`config.mk`:
```
export PLATFORM = sky130hd
export DESIGN_NAME = enum_byte_decoder_flat
export DESIGN_NICKNAME = d
export VERILOG_FILES = /design/src/rtl/enum_byte_decoder_pkg.sv /design/src/rtl/enum_byte_decoder_if.sv /design/src/rtl/enum_byte_decoder_fifo2.sv /design/src/rtl/enum_byte_decoder.sv /design/src/flat_wrapper.sv
export SDC_FILE = /design/constraint.sdc
export NUM_CORES = 1
export LEC_CHECK = 0
export ABC_AREA = 1
export BUFFER_PORTS_ARGS = -buffer_cell sky130_fd_sc_hd__buf_2
export CORE_MARGIN = 5
export CORE_UTILIZATION = 50
export CTS_CLUSTER_DIAMETER = 120
export DETAILED_ROUTE_END_ITERATION = 8
export GPL_ROUTABILITY_DRIVEN = 1
export GPL_TIMING_DRIVEN = 0
export PLACE_DENSITY = 0.78
export SLEW_MARGIN = 40
export SYNTH_ARGS = -nofsm -noshare
export SYNTH_HDL_FRONTEND = slang
export SYNTH_SLANG_ARGS = --single-unit
export TNS_END_PERCENT = 5
```
`constraint.sdc`:
```
create_clock -name clk -period 2.2 [get_ports clk]
set_input_delay 0.11 -clock clk [delete_from_list [all_inputs] [get_ports clk]]
set_output_delay 0.11 -clock clk [all_outputs]
set_load 0.03 [all_outputs]
```
`src/rtl/enum_byte_decoder_pkg.sv`:
```
// Shared types for the enum byte decoder.
// Code space: ONE/TWO/THREE carried as raw bytes.
package pkg;

  typedef enum logic [7:0] {
    ONE   = 8'd0,
    TWO   = 8'd1,
    THREE = 8'd2
  } enum_t;

  typedef enum_t  alias_t;
  typedef alias_t third_alias_t;

  typedef struct packed {
    logic [7:0] x;
  } struct_t;

  localparam third_alias_t ENUM_CODE_MAX = THREE;

  typedef enum logic [1:0] {
    EMPTY = 2'd0,
    HALF  = 2'd1,
    FULL  = 2'd2
  } fifo_state_t;

endpackage

```
`src/rtl/enum_byte_decoder_if.sv`:
```
// Valid/ready streams of the enum byte decoder.
// Input carries raw codes, output typed values.
interface enum_byte_decoder_if;
  import pkg::*;

  logic    in_valid;
  logic    in_ready;
  struct_t in_data;
  logic    out_valid;
  logic    out_ready;
  alias_t  out_data;

  modport master (
    output in_valid, in_data, out_ready,
    input  in_ready, out_valid, out_data
  );

  modport slave (
    input  in_valid, in_data, out_ready,
    output in_ready, out_valid, out_data
  );

endinterface

```
`src/rtl/enum_byte_decoder_fifo2.sv`:
```
// Two-entry FIFO of decoded enum values.
// Head is a register so rdata is glitch-free.
module enum_dec_fifo2
  import pkg::*;
(
  input  logic   clk,
  input  logic   rst_n,
  input  logic   push,
  input  alias_t wdata,
  input  logic   pop,
  output alias_t rdata,
  output logic   full,
  output logic   empty
);

  fifo_state_t state, state_nx;
  alias_t      head, tail;

  always_ff @(posedge clk or negedge rst_n) begin
    if (!rst_n) state <= EMPTY;
    else        state <= state_nx;
  end

  always_comb begin
    state_nx = state;
    unique case (state)
      EMPTY: if (push) state_nx = HALF;
      HALF: begin
        if (push && !pop)      state_nx = FULL;
        else if (pop && !push) state_nx = EMPTY;
      end
      FULL: if (pop) state_nx = HALF;
      default: state_nx = EMPTY;
    endcase
  end

  // Entries shift toward head on pop from FULL.
  always_ff @(posedge clk or negedge rst_n) begin
    if (!rst_n) begin
      head <= ONE;
      tail <= ONE;
    end else begin
      unique case (state)
        EMPTY: if (push) head <= wdata;
        HALF: begin
          if (push && pop) head <= wdata;
          else if (push)   tail <= wdata;
        end
        FULL: if (pop) head <= tail;
        default: ;
      endcase
    end
  end

  assign rdata = head;
  assign full  = (state == FULL);
  assign empty = (state == EMPTY);

endmodule

```
`src/rtl/enum_byte_decoder.sv`:
```
// Validates raw bytes against enum_t; invalid codes flagged.
// ENUM_BYTE_DECODER_ERR_CNT_EN enables the err_count register.
module enum_byte_decoder
  import pkg::*;
#(
  parameter int ERR_CNT_W = 8
) (
  input  logic                 clk,
  input  logic                 rst_n,
  enum_byte_decoder_if.slave   bus,
  output logic                 err_pulse,
  output logic                 err_seen,
  input  logic                 err_clr,
  output logic [ERR_CNT_W-1:0] err_count
);

  logic accept, code_ok, push, pop, bad;
  logic full, empty;

  assign accept  = bus.in_valid && bus.in_ready;
  assign code_ok = (bus.in_data.x <= ENUM_CODE_MAX);
  assign push    = accept && code_ok;
  assign bad     = accept && !code_ok;
  assign pop     = bus.out_valid && bus.out_ready;

  enum_dec_fifo2 u_fifo (
    .clk   (clk),
    .rst_n (rst_n),
    .push  (push),
    .wdata (alias_t'(bus.in_data.x)),
    .pop   (pop),
    .rdata (bus.out_data),
    .full  (full),
    .empty (empty)
  );

  assign bus.in_ready  = !full;
  assign bus.out_valid = !empty;

  always_ff @(posedge clk or negedge rst_n) begin
    if (!rst_n) begin
      err_pulse <= 1'b0;
      err_seen  <= 1'b0;
    end else begin
      err_pulse <= bad;
      if (bad)          err_seen <= 1'b1;
      else if (err_clr) err_seen <= 1'b0;
    end
  end

`ifdef ENUM_BYTE_DECODER_ERR_CNT_EN
  // Clear wins first, then the same-cycle error counts.
  always_ff @(posedge clk or negedge rst_n) begin
    if (!rst_n) begin
      err_count <= '0;
    end else if (err_clr) begin
      err_count <= bad ? ERR_CNT_W'(1) : '0;
    end else if (bad && (err_count != '1)) begin
      err_count <= err_count + 1'b1;
    end
  end
`else
  assign err_count = '0;
`endif

endmodule

```
`src/flat_wrapper.sv`:
```
// flat-port wrapper written by rule: the top's interface ports become plain ports
module enum_byte_decoder_flat import pkg::*;
#(
  parameter int ERR_CNT_W = 8
)
  (clk, rst_n, err_pulse, err_seen, err_clr, err_count, bus_in_valid, bus_in_data, bus_out_ready, bus_in_ready, bus_out_valid, bus_out_data);
  enum_byte_decoder_if bus_i ();
  input  logic clk;
  input  logic rst_n;
  output logic err_pulse;
  output logic err_seen;
  input  logic err_clr;
  output logic [ERR_CNT_W-1:0] err_count;
  input wire logic [$bits(bus_i.in_valid)-1:0] bus_in_valid;
  input wire logic [$bits(bus_i.in_data)-1:0] bus_in_data;
  input wire logic [$bits(bus_i.out_ready)-1:0] bus_out_ready;
  output wire logic [$bits(bus_i.in_ready)-1:0] bus_in_ready;
  output wire logic [$bits(bus_i.out_valid)-1:0] bus_out_valid;
  output wire logic [$bits(bus_i.out_data)-1:0] bus_out_data;
  assign bus_i.in_valid = bus_in_valid;
  assign bus_i.in_data = bus_in_data;
  assign bus_i.out_ready = bus_out_ready;
  assign bus_in_ready = bus_i.in_ready;
  assign bus_out_valid = bus_i.out_valid;
  assign bus_out_data = bus_i.out_data;
  enum_byte_decoder #(.ERR_CNT_W(ERR_CNT_W)) u_core (.clk(clk), .rst_n(rst_n), .bus(bus_i), .err_pulse(err_pulse), .err_seen(err_seen), .err_clr(err_clr), .err_count(err_count));
endmodule
```
After elaboration in Yosys (flattened, before gate mapping)
Index checks and enable logic that the tools add are counted.
{ "word_totals": {"ff_bits": 20, "input_bits": 13, "out_inout_bits": 20, "wordCells": 42} }
{ "op_classes": {"order_cmp": 1, "n_eq_ne": 6, "muxes": 11, "bitwise": 1, "n_reduce_logical": 18} }
{ "op_table": {"columns": ["cell", "n"], "rows": [
  ["8-bit two-way mux", 3],
  ["8-bit case mux with 3 select lines", 1],
  ["8-bit by 2-bit less-or-equal comparator with 1-bit output, second input constant", 1],
  ["2-bit two-way mux", 4],
  ["1-bit logical AND", 7],
  ["2-bit inequality test, second input constant", 3],
  ["2-bit case mux with 3 select lines", 1],
  ["3-bit AND reduction", 2],
  ["1-bit logical NOT", 5],
  ["4-bit AND reduction", 1],
  ["3-bit inequality test, second input constant", 1],
  ["3-bit nonzero test", 1],
  ["2-bit by 1-bit equality test with 1-bit output, second input constant", 1],
  ["2-bit equality test, second input constant", 1],
  ["2-bit logical NOT", 1],
  ["1-bit two-way mux", 2],
  ["2-bit nonzero test", 1],
  ["1-bit inverter", 1]
]} }

Depth between registers and ports, before layout
Gate-level depths: netlist of the first run.
{ "depth": {"ltp_word": 9, "depth_mapped": 11} }

Modules after synthesis
A second synthesis of the first run with hierarchy kept.
{ "unflattened": {"hier_cells": 140, "area_unflattened_um2": 1042.2} }
{ "by_module_without_submodules": {"columns": ["mod", "n_inst", "cells_each", "area_per_inst_um2"], "rows": [
  ["enum_dec_fifo2", 1, 111, 852.1],
  ["enum_byte_decoder", 1, 29, 190.2]
]} }

Worst setup path after synthesis of the first run
No wires, ideal clock.
{ "synth_path": {"path_type": "register to register", "start": "register u_core.u_fifo.state[1]", "end": "register u_core.u_fifo.head, in the netlist u_core.u_fifo.rdata[0]", "setup_time_ps": 118, "arrival_ps": 1524, "path_slack_ps": 558, "path_stages_with_launch": 12, "path_buffers": 0, "cell_sequence": "dfrtp_1 -> inv_2 -> nor2_2 -> nor2_2 -> nand2_2 -> inv_2 -> ha_1 -> nor2_4 -> a21oi_4 -> nand3_4 -> nand2_1 -> nand2_1"} }
{ "synth_between": {"elab_chain_len": 7, "word_cells_on_any_way": 15, "classes_between": "eq/ne: 5; mux: 1; reduce/logical: 9"} }
{ "synth_rtl": {"columns": ["item", "line", "rtl"], "rows": [
  ["start, declared", "enum_byte_decoder_fifo2.sv:16", "fifo_state_t state, state_nx;"],
  ["start signal, assigned", "enum_byte_decoder_fifo2.sv:21", "else state <= state_nx;"],
  ["2-bit equality test", "enum_byte_decoder_fifo2.sv:43, enum_byte_decoder_fifo2.sv:56", null],
  ["1-bit logical NOT", "enum_byte_decoder.sv:37", "assign bus.in_ready = !full;"],
  ["1-bit logical AND", "enum_byte_decoder.sv:20", "assign accept = bus.in_valid && bus.in_ready;"],
  ["1-bit logical AND", "enum_byte_decoder.sv:22", "assign push = accept && code_ok;"],
  ["1-bit logical AND", "enum_byte_decoder_fifo2.sv:46", "if (push && pop) head <= wdata;"],
  ["2-bit inequality test (no line)", null, null],
  ["4-bit AND reduction (no line)", null, null],
  ["end signal, assigned", "enum_byte_decoder_fifo2.sv:44", "EMPTY: if (push) head <= wdata;"],
  ["end signal, assigned", "enum_byte_decoder_fifo2.sv:46", null],
  ["end signal, assigned", "enum_byte_decoder_fifo2.sv:49", "FULL: if (pop) head <= tail;"],
  ["end, declared", "enum_byte_decoder_fifo2.sv:17", "alias_t head, tail;"]
]} }
Parallel ways exist; a longest one is shown, timed or not.
A chain may end at the register's enable or synchronous reset.

Worst setup path in the final report of the first run
{ "layout_path": {"start": "register u_core.u_fifo.state[0]", "end": "register u_core.u_fifo.head, in the netlist u_core.u_fifo.rdata[6]"} }
Same word-level chain as after synthesis.

==> flow_metrics.tcl, run 1 <==
set metrics [dict create \
    outcome "completed" \
    synth_most_common_cell "nand2_1" \
    cts.path.max_buffers 2 \
    total_number_of_nets_in_the_final_design 186 \
    rsz0062_at_grt "false" \
    h-tree-depth 1 \
    drcViolationCount 0 \
    max_rail_drop_vdd_v 0.0004670 \
    synth_sequential_area_ratio_pct 46.30 \
    finalHoldViolations 0 \
    finalSetupViolations 0 \
    synth_edf_count 0 \
    dpl.cell_count 191 \
    netlist_top_cells_area "dfrtp_1, nand2_1, buf_4" \
    worst_path_largest_cell_delay_ps 510 \
    postCtsSetupRepairBufs 0 \
    totalNegativeSetupSlack_ps 0 \
    drtAntennaViolNets 0 \
    yosys_most_used_dff "dfrtp_1" \
    gp_congestion 0.8237 \
    end_kind "register" \
    number_of_synthesized_register_bits 20 \
    placeableCoreArea_um2 2002 \
    register_area_um2 500.5 \
    num_rows 16 \
    multi_input_comb_area_um2 460.4 \
    synthesis.area_per_instance_um2 8.128 \
    io_pins 33 \
    largest_net_degree_at_the_start_of_global_routing 21 \
    hpwl_mm 1.779 \
    final_period_minus_worst_setup_slack_ps 1861 \
    worst_setup_slack_after_layout_ps 339.2 \
    drive_gt1_share_pct 29.59 \
    async_reset_ff_share_pct 100.0 \
    synthToLayoutAreaGrowth_pct 20.60 \
    cellLeakagePower_uw 0.0007881 \
    setup.worst_path.class "reg -> reg" \
    synthTopCellsByCount "nand2_1, dfrtp_1, inv_1" \
    avgRoutedWirePerCell_um 11.27 \
    timing.hold.ws_ps 89.20 \
    detail_route.wirelength_mm 2.208 \
    first_global_vias 877 \
    post_route_skew_ps 3.946 \
    timing.critical_path.buf_inv 1 \
    minimum_setup_slack_after_placement_ps 353.3 \
    detail_route.vias_per_cell 4.607 \
    instances_no_fill 196 \
    clkTransAtPathRegs_ps 110 \
    cts_sinks 20 \
    tritoncts_clock_tree "done" \
    startpoint_class_of_the_critical_path "register" \
    cpLargestDelayFamily "simple AND/OR/NAND/NOR gates" \
    netlist.top_cell.by_area "dfrtp_1" \
    min_period_over_period_pct 84.58 \
    grt_pass1_wl_mm 3.774 \
    hp-class "in -> reg" \
    die_area_um2 3192 \
    antennaDiodeCount 0 \
    synth.cell_area_um2 1081 \
    clock.fmax_mhz 537.4 \
    die_h_um 56.50 \
    synthesis.yosys.warnings 0 \
    detail_route.iter0.violations 16 \
    report.final.slew_viol_count 0 \
    max_cap_violations 0 \
    syn-instance-count 133 \
    worst_ep_required_time_ps 2400 \
    buffer_ports.inserted 24 \
    antenna_found_initial 0 \
    overall_power_uw 1177 \
    slowest_stage "dfrtp_1" \
    critical_path.cell_chain "nor2_2, nor2_2, nand2_2, inv_2, ha_1, nor2_4, a21oi_4, nand3_4, nand2_1, nand2_1" \
    p_per_area_nw_per_um2 903.0 \
    root_buffer "clkbuf_4" \
    initial_core_util_pct 54.00 \
    post-synth-top-area-fraction_pct 46.30 \
    gr-total-overflow 0 \
    numCtsBuffers 3 \
    detailed_routing_iteration_count_for_the_pre_antenna_repair_pass 4 \
    num_vias 903 \
    netlist-cell-type-count 21 \
    total_of_fill_cells_in_the_finished_design 184 \
    global_route.usage.total_pct 14.70 \
    worstSkewPairLatency_ps 300 \
    die_w_um 56.50 \
    data_arrival_time_of_the_critical_path_ps 2060 \
    cp_max_fo 9 \
]
-- stage by stage --
step	cell area [µm²]	utilization, %
2_1_floorplan	1107	-
3_5_place_dp	1261	63.00
3_3_place_gp	1261	63.00
5_1_grt	1304	65.13
4_1_cts	1304	65.13
6_report	1304	65.13
-- worst paths after layout --
path	depth (start not counted)	startpoint	end	slack (ps)
setup / recovery	10	u_core.u_fifo.state[0]$_DFFE_PN0P_	u_core.u_fifo.rdata[6]$_DFFE_PN0P_	340
hold / removal	3	bus_in_data[0]	u_core.u_fifo.tail[0]$_DFFE_PN0P_	90
setup reg to reg	10	u_core.u_fifo.state[0]$_DFFE_PN0P_	u_core.u_fifo.rdata[6]$_DFFE_PN0P_	340
hold reg to reg	2	u_core.u_fifo.rdata[0]$_DFFE_PN0P_	u_core.u_fifo.rdata[0]$_DFFE_PN0P_	480
max in group asynchronous	2	rst_n	u_core.u_fifo.rdata[3]$_DFFE_PN0P_	1620
min in group asynchronous	2	rst_n	u_core.u_fifo.tail[2]$_DFFE_PN0P_	270
-- timing repair --
item                      CTS  global route
hold buffers                2             0
resized for setup           0             0
hold endpoints to repair   21             0
-- flip-flops by register name, summed over array words and instances (netlist names) --
signal	flops
u_core.err_pulse	1
u_core.u_fifo.tail	8
u_core.u_fifo.rdata	8
u_core.err_seen	1
u_core.u_fifo.state	2
-- placed cells by master, fill, tap and decap left out --
master	netlist	final
nand2_1	51	51
buf_2	0	24
dfrtp_1	20	20
inv_1	14	14
nand4_1	8	8
buf_4	8	8
conb_1	1	8
nor2_1	6	6
inv_2	3	3
nand2_2	3	3
o21ai_0	3	3
clkbuf_4	0	3
nor2_2	2	2
nand2_4	2	2
buf_6	2	2
nand3_1	2	2
ha_1	2	2
dlygate4sd3_1	0	2
nor2_4	1	1
a21oi_4	1	1
nand3_4	1	1
a21oi_1	1	1
o31ai_1	1	1
o21ai_1	1	1
-- layer usage --
layer	up-vias	wire (µm)	global-route usage, %
met2	29	1014	24.26
met4	0	19	5.424
met1	402	982	17.70
met3	2	192	4.817
met5	-	0	0
li1	470	-	-
-- cell type report --
cell class | instances | share of cell area [%]
Tap cell | 27 | 2.591
Clock buffer | 3 | 1.727
Timing Repair Buffer | 26 | 10.75
Multi-Input combinational cell | 93 | 35.32
Buffer | 10 | 6.334
Inverter | 17 | 4.894
Sequential cell | 20 | 38.39
-- logic make-up after synthesis --
group / count (synthesis) / share of synthesized area, %
and+or+nand+nor: 76 / 32.99
buffers and inverters: 27 / 13.54
DFF: 20 / 46.30
AOI/OAI and AO/OA: 7 / 4.513
adders and majority gates: 2 / 2.314
other: 1 / 0.3469
-- report_power, final --
group / leakage (µW) / switching [µW] / internal, µW
clock network: 0.0000138 / 107 / 63.8
logic: 0.000513 / 362 / 150
registers: 0.000262 / 49.2 / 445
total: 0.000788 / 518 / 659
-- worst register-to-register path, cell delays in order, from the launching register on --
cell and delay (ps):
dfrtp_1 510, nor2_2 120, nor2_2 120, nand2_2 100, inv_2 100, ha_1 200, nor2_4 70, a21oi_4 250
nand3_4 150, nand2_1 90, nand2_1 50
(Power assumes the default switching activity.)
==> inputs of run 2 (changes only) <==
Settings changed: CORE_UTILIZATION 50 to 45, PLACE_DENSITY 0.78 to 0.74.
Clock period 2.2 ns to 1.55 ns, I/O delays scaled along.
==> run 2 against run 1 <==
Against the previous run:
- the flow now finishes with violations (negative setup slack)
- final cell count is 6.6% higher
- clock skew shrank 1.1 ps
- combinational power is 65% higher
- non-clock buffer count up 11
- global-route usage decreased by 0.99 points
- critical path type unchanged
- critical endpoint is now u_core.u_fifo.rdata[2]$_DFFE_PN0P_
==> flow_metrics.tcl, run 2 (synthesis results as in run 1) <==
set metrics [dict create \
    finalHoldViolations 0 \
    drive_gt1_share_pct 39.78 \
    buffer_ports.inserted 24 \
    clock.fmax_mhz 632.0 \
    final_period_minus_worst_setup_slack_ps 1582 \
    h-tree-depth 1 \
    drcViolationCount 0 \
    io_pins 33 \
    max_cap_violations 0 \
    synthToLayoutAreaGrowth_pct 35.76 \
    total_number_of_nets_in_the_final_design 197 \
    worst_ep_required_time_ps 1750 \
    gp_congestion 0.8370 \
    grt_met1_usage_pct 18.49 \
    antenna_found_initial 0 \
    detail_route.vias_per_cell 4.459 \
    numCtsBuffers 3 \
    min_period_over_period_pct 102.1 \
    cp_max_fo 8 \
    detailed_routing_iteration_count_for_the_pre_antenna_repair_pass 4 \
    worst_setup_slack_after_layout_ps -32.28 \
    detailed_place.area_um2 1281 \
    overall_power_uw 1852 \
    detail_route.iter0.violations 16 \
    cts.path.max_buffers 2 \
    tritoncts_clock_tree "done" \
    max_rail_drop_vdd_v 0.0008789 \
    grt_busiest_layer "met2" \
    global_route.usage.total_pct 13.71 \
    post_route_skew_ps 2.837 \
    finalInstanceArea_um2 1468 \
    final_common_cell "nand2_1" \
    die_w_um 59.02 \
    rsz0062_at_grt "true" \
    met2_usage_pct 21.29 \
    report.final.slew_viol_count 0 \
    die_h_um 59.02 \
    clkTransAtPathRegs_ps 110 \
    avgRoutedWirePerCell_um 10.42 \
    num_rows 17 \
    antennaDiodeCount 0 \
    grt_pass1_wl_mm 3.643 \
    end_kind "register" \
    failed_checks "negative setup slack" \
    grt_met3_use_pct 4.793 \
    num_vias 932 \
    cellLeakagePower_uw 0.0008637 \
    setup.worst_path.class "reg -> reg" \
    startpoint_class_of_the_critical_path "register" \
    totalNegativeSetupSlack_ps -144.9 \
    gr-total-overflow 0 \
    first_global_vias 856 \
    initial_core_util_pct 47.95 \
    data_arrival_time_of_the_critical_path_ps 1780 \
    root_buffer "clkbuf_4" \
    cts_sinks 20 \
    drtAntennaViolNets 0 \
    detail_route.wirelength_mm 2.178 \
    worstSkewPairLatency_ps 300 \
    p_per_area_nw_per_um2 1262 \
    finalSetupViolations 8 \
    die_area_um2 3483 \
    minimum_setup_slack_after_placement_ps -226.3 \
    total_of_fill_cells_in_the_finished_design 209 \
    layout.cells.most_common_list "nand2_1, buf_2, dfrtp_1" \
    fin_util_pct 65.09 \
    outcome "complete, but fails checks" \
    largest_net_degree_at_the_start_of_global_routing 21 \
    hp-class "in -> reg" \
    placeableCoreArea_um2 2255 \
    hpwl_mm 1.696 \
]
==> run 2: cell count changes in the layout (fill, tap and decap cells not counted), sizes merged <==
cell,before,now
buf,34,45
clkbuf,3,4
==> run 2: final timing paths <==
path / end / from / slack (ps) / depth (start not counted)
worst max-delay path: u_core.u_fifo.rdata[2]$_DFFE_PN0P_ / u_core.u_fifo.state[1]$_DFFE_PN0P_ / -30 / 11
worst min register to register: u_core.u_fifo.rdata[4]$_DFFE_PN0P_ / u_core.u_fifo.rdata[4]$_DFFE_PN0P_ / 470 / 2
worst max register to register: u_core.u_fifo.rdata[2]$_DFFE_PN0P_ / u_core.u_fifo.state[1]$_DFFE_PN0P_ / -30 / 11
max in group asynchronous: u_core.u_fifo.state[0]$_DFFE_PN0P_ / rst_n / 980 / 2
worst min-delay path: u_core.u_fifo.tail[1]$_DFFE_PN0P_ / bus_in_data[1] / 30 / 3
min in group asynchronous: u_core.u_fifo.state[1]$_DFFE_PN0P_ / rst_n / 240 / 2
==> run 2: metrics by stage <==
stage / hold slack [ps] / cells
2_1_floorplan: -218.1 / 140
3_3_place_gp: 46.99 / 192
3_5_place_dp: 49.85 / 192
4_1_cts: 28.22 / 209
5_1_grt: 36.99 / 209
6_report: 32.75 / 209
==> run 2: critical path: stages (launching register included) <==
cell     delay (ps)
dfrtp_1         420
inv_2            90
nor2_4           50
nor2_2          100
nand2_2          80
inv_4            70
ha_4            140
nor2_4           40
a21oi_4         190
nand3_4         160
nand2_2         100
nand2_1          50
==> run 2: layout make-up <==
| cell class | instances | area [µm²] | share of cell area (%) |
|---|---|---|---|
| multi-input combinational | 93 | 519.2 | 35.38 |
| sequential | 20 | 501.7 | 34.19 |
| timing repair buffer | 37 | 226.5 | 15.43 |
| buffer | 10 | 82.58 | 5.627 |
| inverter | 17 | 66.31 | 4.518 |
| clock buffer | 4 | 36.28 | 2.472 |
| tap | 28 | 35.03 | 2.387 |
==> run 2: routing by layer <==
layer	share of wire, %	up-vias
met4	0.37	0
met1	44	412
met3	8.8	2
li1	-	491
met5	0	-
met2	47	27
==> run 2: power breakdown <==
group          switching [µW]  internal, µW
registers                75.0           634
logic                     557           289
clock network             153           143
total                     785          1070
==> run 2: what timing repair did <==
item	4_1_cts	5_1_grt
hold endpoints to repair	21	0
setup buffers	11	0
setup endpoints to repair	17	18
pin swaps	5	2
hold buffers	2	0
gates resized for setup	9	3
